### config.mk
export PLATFORM = sky130hd
export DESIGN_NAME = sd_spi_response_transmitter_flat
export DESIGN_NICKNAME = d
export VERILOG_FILES = /design/src/rtl/sd_spi_response_transmitter_if.sv /design/src/rtl/sd_spi_response_transmitter.sv /design/src/flat_wrapper.sv
export SDC_FILE = /design/constraint.sdc
export NUM_CORES = 1
export LEC_CHECK = 0
export CORE_MARGIN = 4
export CORE_UTILIZATION = 44
export CTS_CLUSTER_SIZE = 8
export DETAILED_ROUTE_END_ITERATION = 10
export GPL_ROUTABILITY_DRIVEN = 0
export HOLD_SLACK_MARGIN = 0.12
export PLACE_DENSITY = 0.75
export SLEW_MARGIN = 0
export SYNTH_ARGS = -nofsm -noshare
export SYNTH_HDL_FRONTEND = slang
export SYNTH_SLANG_ARGS = --single-unit
### constraint.sdc
create_clock -name clock -period 2.6 [get_ports clock]
set_input_delay 0.52 -clock clock [delete_from_list [all_inputs] [get_ports clock]]
set_output_delay 0.52 -clock clock [all_outputs]
set_load 0.03 [all_outputs]
### src/rtl/sd_spi_response_transmitter_if.sv
// Bus bundle for the SD SPI-mode response transmitter: raw SPI pins,
// the response request from the command side, and status back.
interface sd_spi_response_transmitter_if;
  logic        io_SCK;
  logic        io_CS;
  logic        io_Start;
  logic [1:0]  io_ResponseType;
  logic [7:0]  io_R1;
  logic [31:0] io_Payload;
  logic        io_CardBusy;
  logic        io_DO;
  logic        io_Busy;
  logic        io_Done;
  logic        io_Aborted;

  // Requesting side: drives the pins and the request, watches the status.
  modport master (
    output io_SCK, io_CS, io_Start, io_ResponseType, io_R1, io_Payload, io_CardBusy,
    input  io_DO, io_Busy, io_Done, io_Aborted
  );

  // Transmitter side.
  modport slave (
    input  io_SCK, io_CS, io_Start, io_ResponseType, io_R1, io_Payload, io_CardBusy,
    output io_DO, io_Busy, io_Done, io_Aborted
  );
endinterface

### src/rtl/sd_spi_response_transmitter.sv
// SD-card SPI-mode response transmitter (R1/R1b/R3/R7).
// Oversamples SCK/CS on the system clock and shifts the framed response
// out MSB first, changing DO after each SCK fall (SPI mode 0).
// Optional macro SD_SPI_R1B_BUSY_EN: after an R1b status byte, keep sending
// 0x00 busy tokens while io_CardBusy is high at each byte boundary.
//
// state   | meaning
// IDLE    | DO=1, waiting for io_Start
// SHIFT   | shifting NCR filler + R1 (+ payload) on SCK falls
// BUSYTOK | R1b busy tokens (macro builds only)
// DONE    | one-cycle completion pulse
module sd_spi_response_transmitter #(
  parameter int NCR_BYTES   = 1,
  parameter int SYNC_STAGES = 2
) (
  input logic                         clock,
  input logic                         reset,
  sd_spi_response_transmitter_if.slave bus
);

  localparam int         SR_W       = 8 * NCR_BYTES + 40;
  localparam logic [6:0] BITS_SHORT = 7'(8 * NCR_BYTES + 8);
  localparam logic [6:0] BITS_LONG  = 7'(8 * NCR_BYTES + 40);

`ifdef SD_SPI_R1B_BUSY_EN
  typedef enum logic [1:0] {IDLE, SHIFT, BUSYTOK, DONE} state_t;
  localparam logic [SR_W-1:0] TOKEN_LOAD = {8'h00, {(SR_W-8){1'b1}}};
`else
  typedef enum logic [1:0] {IDLE, SHIFT, DONE} state_t;
`endif

  state_t                 state_q;
  logic [SR_W-1:0]        shift_q;
  logic [6:0]             cnt_q;
  logic [6:0]             bits_total_q;
  logic                   busy_q;
  logic                   done_q;
  logic                   aborted_q;
`ifdef SD_SPI_R1B_BUSY_EN
  logic                   is_r1b_q;
  logic [2:0]             tok_cnt_q;
`endif

  logic [SYNC_STAGES-1:0] sck_sync_q, sck_sync_d;
  logic [SYNC_STAGES-1:0] cs_sync_q, cs_sync_d;
  logic                   sck_prev_q, cs_prev_q;
  logic                   sck_s, cs_s, fall, cs_rise, long_rsp;
  logic [SR_W-1:0]        shift_fill_d, load_d;
  logic [6:0]             cnt_d;

  assign sck_sync_d   = {sck_sync_q[SYNC_STAGES-2:0], bus.io_SCK};
  assign cs_sync_d    = {cs_sync_q[SYNC_STAGES-2:0], bus.io_CS};
  assign sck_s        = sck_sync_q[SYNC_STAGES-1];
  assign cs_s         = cs_sync_q[SYNC_STAGES-1];
  // Falls only count while the card is selected; a CS release wins over a fall.
  assign fall         = sck_prev_q & ~sck_s & ~cs_s;
  assign cs_rise      = ~cs_prev_q & cs_s;
  assign shift_fill_d = {shift_q[SR_W-2:0], 1'b1};
  assign cnt_d        = cnt_q + 7'd1;
  assign long_rsp     = (bus.io_ResponseType == 2'd2) || (bus.io_ResponseType == 2'd3);
  // Left-aligned frame; short responses leave trailing ones so DO idles high.
  assign load_d       = {{NCR_BYTES{8'hFF}}, bus.io_R1,
                         long_rsp ? bus.io_Payload : 32'hFFFF_FFFF};

  assign bus.io_DO      = shift_q[SR_W-1];
  assign bus.io_Busy    = busy_q;
  assign bus.io_Done    = done_q;
  assign bus.io_Aborted = aborted_q;

  // Synchronise the raw SPI pins and keep their previous synced values for edge detection.
  always_ff @(posedge clock or negedge reset) begin
    if (!reset) begin
      sck_sync_q <= '0;
      cs_sync_q  <= '1;
      sck_prev_q <= 1'b0;
      cs_prev_q  <= 1'b1;
    end else begin
      sck_sync_q <= sck_sync_d;
      cs_sync_q  <= cs_sync_d;
      sck_prev_q <= sck_s;
      cs_prev_q  <= cs_s;
    end
  end

  // Response framing FSM with registered status outputs.
  always_ff @(posedge clock or negedge reset) begin
    if (!reset) begin
      state_q      <= IDLE;
      shift_q      <= '1;
      cnt_q        <= '0;
      bits_total_q <= '0;
      busy_q       <= 1'b0;
      done_q       <= 1'b0;
      aborted_q    <= 1'b0;
`ifdef SD_SPI_R1B_BUSY_EN
      is_r1b_q     <= 1'b0;
      tok_cnt_q    <= '0;
`endif
    end else begin
      done_q    <= 1'b0;
      aborted_q <= 1'b0;
      case (state_q)
        IDLE: begin
          if (bus.io_Start) begin
            shift_q      <= load_d;
            bits_total_q <= long_rsp ? BITS_LONG : BITS_SHORT;
            cnt_q        <= '0;
            busy_q       <= 1'b1;
            state_q      <= SHIFT;
`ifdef SD_SPI_R1B_BUSY_EN
            is_r1b_q     <= (bus.io_ResponseType == 2'd1);
`endif
          end
        end
        SHIFT: begin
          if (cs_rise) begin
            shift_q   <= '1;
            busy_q    <= 1'b0;
            aborted_q <= 1'b1;
            state_q   <= IDLE;
          end else if (fall) begin
            shift_q <= shift_fill_d;
            cnt_q   <= cnt_d;
            if (cnt_d == bits_total_q) begin
              state_q <= DONE;
              done_q  <= 1'b1;
              busy_q  <= 1'b0;
`ifdef SD_SPI_R1B_BUSY_EN
              // First busy boundary is the fall that completes the R1 byte.
              if (is_r1b_q && bus.io_CardBusy) begin
                state_q   <= BUSYTOK;
                done_q    <= 1'b0;
                busy_q    <= 1'b1;
                shift_q   <= TOKEN_LOAD;
                tok_cnt_q <= '0;
              end
`endif
            end
          end
        end
`ifdef SD_SPI_R1B_BUSY_EN
        BUSYTOK: begin
          if (cs_rise) begin
            shift_q   <= '1;
            busy_q    <= 1'b0;
            aborted_q <= 1'b1;
            state_q   <= IDLE;
          end else if (fall) begin
            shift_q   <= shift_fill_d;
            tok_cnt_q <= tok_cnt_q + 3'd1;
            if (tok_cnt_q == 3'd7) begin
              if (bus.io_CardBusy) begin
                shift_q <= TOKEN_LOAD;
              end else begin
                state_q <= DONE;
                done_q  <= 1'b1;
                busy_q  <= 1'b0;
              end
            end
          end
        end
`endif
        DONE: begin
          state_q <= IDLE;
        end
        default: begin
          state_q <= IDLE;
          shift_q <= '1;
          busy_q  <= 1'b0;
        end
      endcase
    end
  end

endmodule

### src/flat_wrapper.sv
// flat-port wrapper written by rule: the top's interface ports become plain ports
module sd_spi_response_transmitter_flat 
#(
  parameter int NCR_BYTES   = 1,
  parameter int SYNC_STAGES = 2
)
  (clock, reset, bus_io_SCK, bus_io_CS, bus_io_Start, bus_io_ResponseType, bus_io_R1, bus_io_Payload, bus_io_CardBusy, bus_io_DO, bus_io_Busy, bus_io_Done, bus_io_Aborted);
  sd_spi_response_transmitter_if bus_i ();
  input logic clock;
  input logic reset;
  input wire logic [$bits(bus_i.io_SCK)-1:0] bus_io_SCK;
  input wire logic [$bits(bus_i.io_CS)-1:0] bus_io_CS;
  input wire logic [$bits(bus_i.io_Start)-1:0] bus_io_Start;
  input wire logic [$bits(bus_i.io_ResponseType)-1:0] bus_io_ResponseType;
  input wire logic [$bits(bus_i.io_R1)-1:0] bus_io_R1;
  input wire logic [$bits(bus_i.io_Payload)-1:0] bus_io_Payload;
  input wire logic [$bits(bus_i.io_CardBusy)-1:0] bus_io_CardBusy;
  output wire logic [$bits(bus_i.io_DO)-1:0] bus_io_DO;
  output wire logic [$bits(bus_i.io_Busy)-1:0] bus_io_Busy;
  output wire logic [$bits(bus_i.io_Done)-1:0] bus_io_Done;
  output wire logic [$bits(bus_i.io_Aborted)-1:0] bus_io_Aborted;
  assign bus_i.io_SCK = bus_io_SCK;
  assign bus_i.io_CS = bus_io_CS;
  assign bus_i.io_Start = bus_io_Start;
  assign bus_i.io_ResponseType = bus_io_ResponseType;
  assign bus_i.io_R1 = bus_io_R1;
  assign bus_i.io_Payload = bus_io_Payload;
  assign bus_i.io_CardBusy = bus_io_CardBusy;
  assign bus_io_DO = bus_i.io_DO;
  assign bus_io_Busy = bus_i.io_Busy;
  assign bus_io_Done = bus_i.io_Done;
  assign bus_io_Aborted = bus_i.io_Aborted;
  sd_spi_response_transmitter #(.NCR_BYTES(NCR_BYTES), .SYNC_STAGES(SYNC_STAGES)) u_core (.clock(clock), .reset(reset), .bus(bus_i));
endmodule
* Word level (Yosys, flattened, before mapping)
Index checks and enable logic that the tools add are counted.
W data, S select, Z words.
** Operators by class
- Reduce and logical (&&, ||, !) cells :: 8
- Div/mod/pow operators :: 0
- $lt $le $gt $ge :: 0
- Equality and inequality tests :: 10
- Muxes and demuxes :: 26
- Bitwise gates (word level) :: 7
- $mul :: 0
- Add/sub/neg operators :: 1
- Shift operators :: 0
** Operators by type and width (count)
- $mux W48 :: 3
- $pmux W48 S3 :: 1
- $mux W32 :: 1
- $mux W7 :: 3
- $pmux W7 S2 :: 1
- $mux W1 :: 10
- $mux W2 :: 4
- $reduce_and A4 Y1 :: 2
- $add A7 B1 Y7 const B :: 1
- $eq A7 B7 Y1 :: 1
- $eq A2 B2 Y1 const B :: 3
- $mux W6 :: 1
- $ne A3 B1 Y1 const B :: 2
- $reduce_and A3 Y1 :: 2
- $ne A2 B2 Y1 const B :: 2
- $not A1 Y1 :: 4
- $pmux W2 S2 :: 1
- $and A1 B1 Y1 :: 3
- $pmux W1 S3 :: 1
- $eq A2 B1 Y1 const B :: 1
- $logic_not A2 Y1 :: 1
- $ne A2 B1 Y1 const B :: 1
- $reduce_and A2 Y1 :: 1
- $reduce_bool A2 Y1 :: 1
- $logic_or A1 B1 Y1 :: 1
** Word-level totals
- Memories kept :: 0
- Input port bits :: 48
- Word-level logic and storage cells :: 63
- ROM bits :: 0
- RAM bits :: 0
- Bits in latches :: 0
- Register bits :: 73

* Longest topological paths before layout
- Depth after elaboration :: 6
- Gate-level depth with buffers :: 7
- Gate-level depth less buffers :: 5

* Worst setup path before layout
OpenSTA, ideal clock, no wires.
- Path kind :: register -> register
- From :: reg u_core.cs_prev_q
- To :: reg u_core.shift_q[36]
- Clock period less this slack :: 1.567 ns
- Stages on the path, launching flop included :: 7
- Library setup time :: 0.079 ns
- Data arrival time :: 1.488 ns
- Path slack :: 1.033 ns
- Required time :: 2.521 ns
- Buffers on the path :: 2
- Path through :: dfstp_2 and2b_2 o32ai_4 buf_4 buf_4 nand2_1 o21ai_0
** Between the ends
- Word-level cells in the longest chain between the ends :: 4
- Elaborated cells between the ends (all ways) :: 6
- Those cells by class :: eq/ne (1); mux (2); bitwise (2); reduce/logical (1)
** Ends and longest elaborated chain
- from (decl) :: line sd_spi_response_transmitter.sv:46 : logic sck_prev_q, cs_prev_q;
- from (signal assigned) :: line sd_spi_response_transmitter.sv:81 : cs_prev_q <= cs_s;
- $not A1 Y1 (*) :: line sd_spi_response_transmitter.sv:57 : assign cs_rise = ~cs_prev_q & cs_s;
- $and A1 B1 Y1 (*) :: line sd_spi_response_transmitter.sv:57
- $ne A3 B1 Y1 (no line) / $mux W48 (equally long branches)
- $reduce_and A3 Y1 (no line) / $pmux W48 S3 (equally long branches)
- to (signal assigned) :: line sd_spi_response_transmitter.sv:105 : shift_q <= load_d;
- to (signal assigned) :: line sd_spi_response_transmitter.sv:122 : shift_q <= shift_fill_d;
- to (decl) :: line sd_spi_response_transmitter.sv:33 : logic [SR_W-1:0] shift_q;
Mark *: on every way between the ends. The rest lies on a longest branch, timed or not.
A chain may end at the register's enable or synchronous reset.

* Final worst setup path
- From :: reg u_core.shift_q[47]
- To :: out bus_io_DO
** RTL lines
- to (decl) :: line flat_wrapper.sv:18 : output wire logic [$bits(bus_i.io_DO)-1:0] bus_io_DO;
No word-level cell between the ends.

==> impl_metrics.tcl <==
set metrics [dict create \
    outcome "finished, final reports clean" \
    slew_headroom_pct 54.8 \
    wl_per_cell_um 14.1 \
    slowest_stage "clkdlybuf4s50_1" \
    cp-end-kind "primary output" \
    syn_to_final_growth_pct 23.2 \
    crit_end "bus_io_DO" \
    peakVddDrop_mv 0.395 \
    drt_iter0_markers 204 \
    syn-num-nets 356 \
    fillers 597 \
    ff2ff_setup_slack_ps 790 \
    grt_overflow 0 \
    post_cts_buffers 0 \
    cts_tree "built" \
    yosys.area.top_type "dfstp_2" \
    power_density_nw_per_um2 981 \
    synth_seq_area_share_pct 58.2 \
    grt_pass1_wl_mm 10.8 \
    antenna_found_initial 0 \
    h-tree-depth 3 \
    drc 0 \
    cts_max_path_buffers 2 \
    die_w_um 91.0 \
    skew_ps 9.96 \
    cp.arrival_ps 1550 \
    rsz0062_at_grt "no" \
    grt_pass1_vias 2351 \
    io_pins 52 \
    ys_types 40 \
    dieArea_um2 8290 \
    path_max_fanout 2 \
    crit-reg2reg-launch "u_core.cnt_q[0]" \
    num_antenna_cells 0 \
    worst-slew-pin-transition_ps 678 \
    path_buf_inv 1 \
    slowest_delay_ps 690 \
    async_flop_share_pct 100 \
    dp_cells 420 \
    hold_viol 0 \
    max_freq_mhz 482 \
    slew_violations 0 \
    max_cap_violations 0 \
    fin_cells 436 \
    clock-sinks 68 \
    worstSetupStartpointType "flop" \
    ant_nets 0 \
    finalSetupViolCount 0 \
    layout.nets 400 \
    synthTopCellsByArea "dfstp_2, dfrtp_1, o22ai_1" \
    synth_edf_count 0 \
    cts_root_buffer "clkbuf_8" \
    initial_core_util_pct 44.9 \
    power_leakage_nw 1.48 \
    first_pass_iters 4 \
    timing.rr.end "u_core.bus.io_Busy" \
    via_per_inst 5.34 \
    hold_buffers 0 \
    clk_pin_slew_ps 70 \
    cts_buffers 9 \
    grt_use_total_pct 16.1 \
    rows 30 \
    crit_family "buffers and inverters" \
    vias 2329 \
    port_buffers 49 \
    synth_flop_cell "dfstp_2" \
    power_mw 3.67 \
    dp_hpwl_mm 4.16 \
    syn_area_per_cell_um2 9.88 \
    worstHoldPathType "in -> async" \
    cp_cell_sequence "clkdlybuf4s50_1" \
    drive_gt1_share_pct 23.3 \
    synth-seq-cells 68 \
    clk_latency_ps 340 \
    yosysWarningCount 0 \
    cts_resized 0 \
    drt_wl_total_mm 6.13 \
    syn_inst 307 \
    timing.final.crit_share_pct 79.7 \
    grt_max_degree 98 \
    synth_top_area_share_pct 44.2 \
    period_needed_ps 2070 \
    crit_cells 1 \
    setup_tns_ps 0 \
    crit_start "u_core.shift_q[47]" \
    worstSetupPathType "reg -> out" \
    worst-r2r-cell-count 4 \
    crit_required_ps 2080 \
    die_y_um 91.0 \
    coreArea_um2 6760 \
    netlist_area_um2 3030 \
]
## synth_stat cells (2+ instances only)
cell       n
nor2_1    15
inv_1      2
o22ai_1   39
a21oi_1    5
buf_4      6
nand3_1    4
buf_2      5
dfrtp_1   17
o21ai_1   10
nor2b_1    2
o21ai_0   48
nor3_1     2
and3_1     3
nand2_1   63
xnor2_1    2
dfstp_2   51
or2_2      2
clkbuf_1   9
## sequential cells by signal, indices dropped and copies added, names as in the netlist
register               cells
u_core.bus.io_Done         1
u_core.sck_prev_q          1
u_core.state_q             2
u_core.cs_sync_q           2
u_core.cs_prev_q           1
u_core.shift_q            48
u_core.sck_sync_q          2
u_core.bus.io_Aborted      1
u_core.cnt_q               7
u_core.bits_total_q        2
u_core.bus.io_Busy         1
## power by group
group	internal, mW	switching (mW)	total [mW]	leakage [nW]
Combinational	0.413	0.510	0.923	0.636
Clock	0.397	0.374	0.771	0.0905
Sequential	1.73	0.240	1.97	0.753
Total	2.54	1.12	3.67	1.48
## per-stage QoR
step                instance area, um^2  utilization, %  hold slack, ps  setup slack (ps)
floorplan                          3030               -             224              1030
global placement                   3560            52.8             336               569
detailed placement                 3560            52.8             335               518
CTS                                3740            55.3             215               502
global route                       3740            55.3             242               467
finish                             3740            55.3             216               527
## metal layers
layer / GRT usage (%) / wire, um / part of all wire (%)
met1: 21.3 / 2810 / 46
met2: 25.1 / 2920 / 48
met3: 3.98 / 273 / 4.5
met4: 7.16 / 124 / 2.0
met5: 0 / 0 / 0
## layout make-up
cell class	count	area (um^2)	area share (%)
Sequential cell	68	1770	47.2
Multi-Input combinational cell	215	1150	30.7
Timing Repair Buffer	55	543	14.5
Clock buffer	14	163	4.35
Tap cell	80	100	2.68
Clock inverter	2	10.0	0.268
Inverter	2	7.51	0.201
## cells in the final DEF, fill, tap and decap left out, drive strengths merged, types with 4 or more instances in the layout
master	synthesis	final
clkbuf	10	14
nand2	63	63
o21ai	58	58
dfrtp	17	17
and3	4	4
clkdlybuf4s50	0	48
dfstp	51	51
nor2	15	15
o22ai	39	39
nand3	4	4
a21oi	5	5
buf	12	7
## cell families (layout without fill, tap and decap cells)
family,count (synthesis),after routing,synth area share (%)
compound gates,107,107,20.6
simple gates,103,103,15.6
flops,68,68,58.2
buf+inv,24,73,3.96
xor+xnor,3,3,0.866
fa+ha+maj,1,1,0.412
mux,1,1,0.330
## how the worst min path moves through the flow
stage,cells past startpoint,slack (ps),from,to
after global routing,1,240,reset,u_core.sck_sync_q[1]
after detailed placement,0,330,u_core.sck_sync_q[0],u_core.sck_sync_q[1]
after floorplan,0,220,reset,u_core.bits_total_q[4]
final,1,220,reset,u_core.sck_sync_q[1]
after global placement,0,340,u_core.sck_sync_q[0],u_core.sck_sync_q[1]
after CTS,1,210,reset,u_core.sck_sync_q[1]
(Power assumes the default switching activity.)
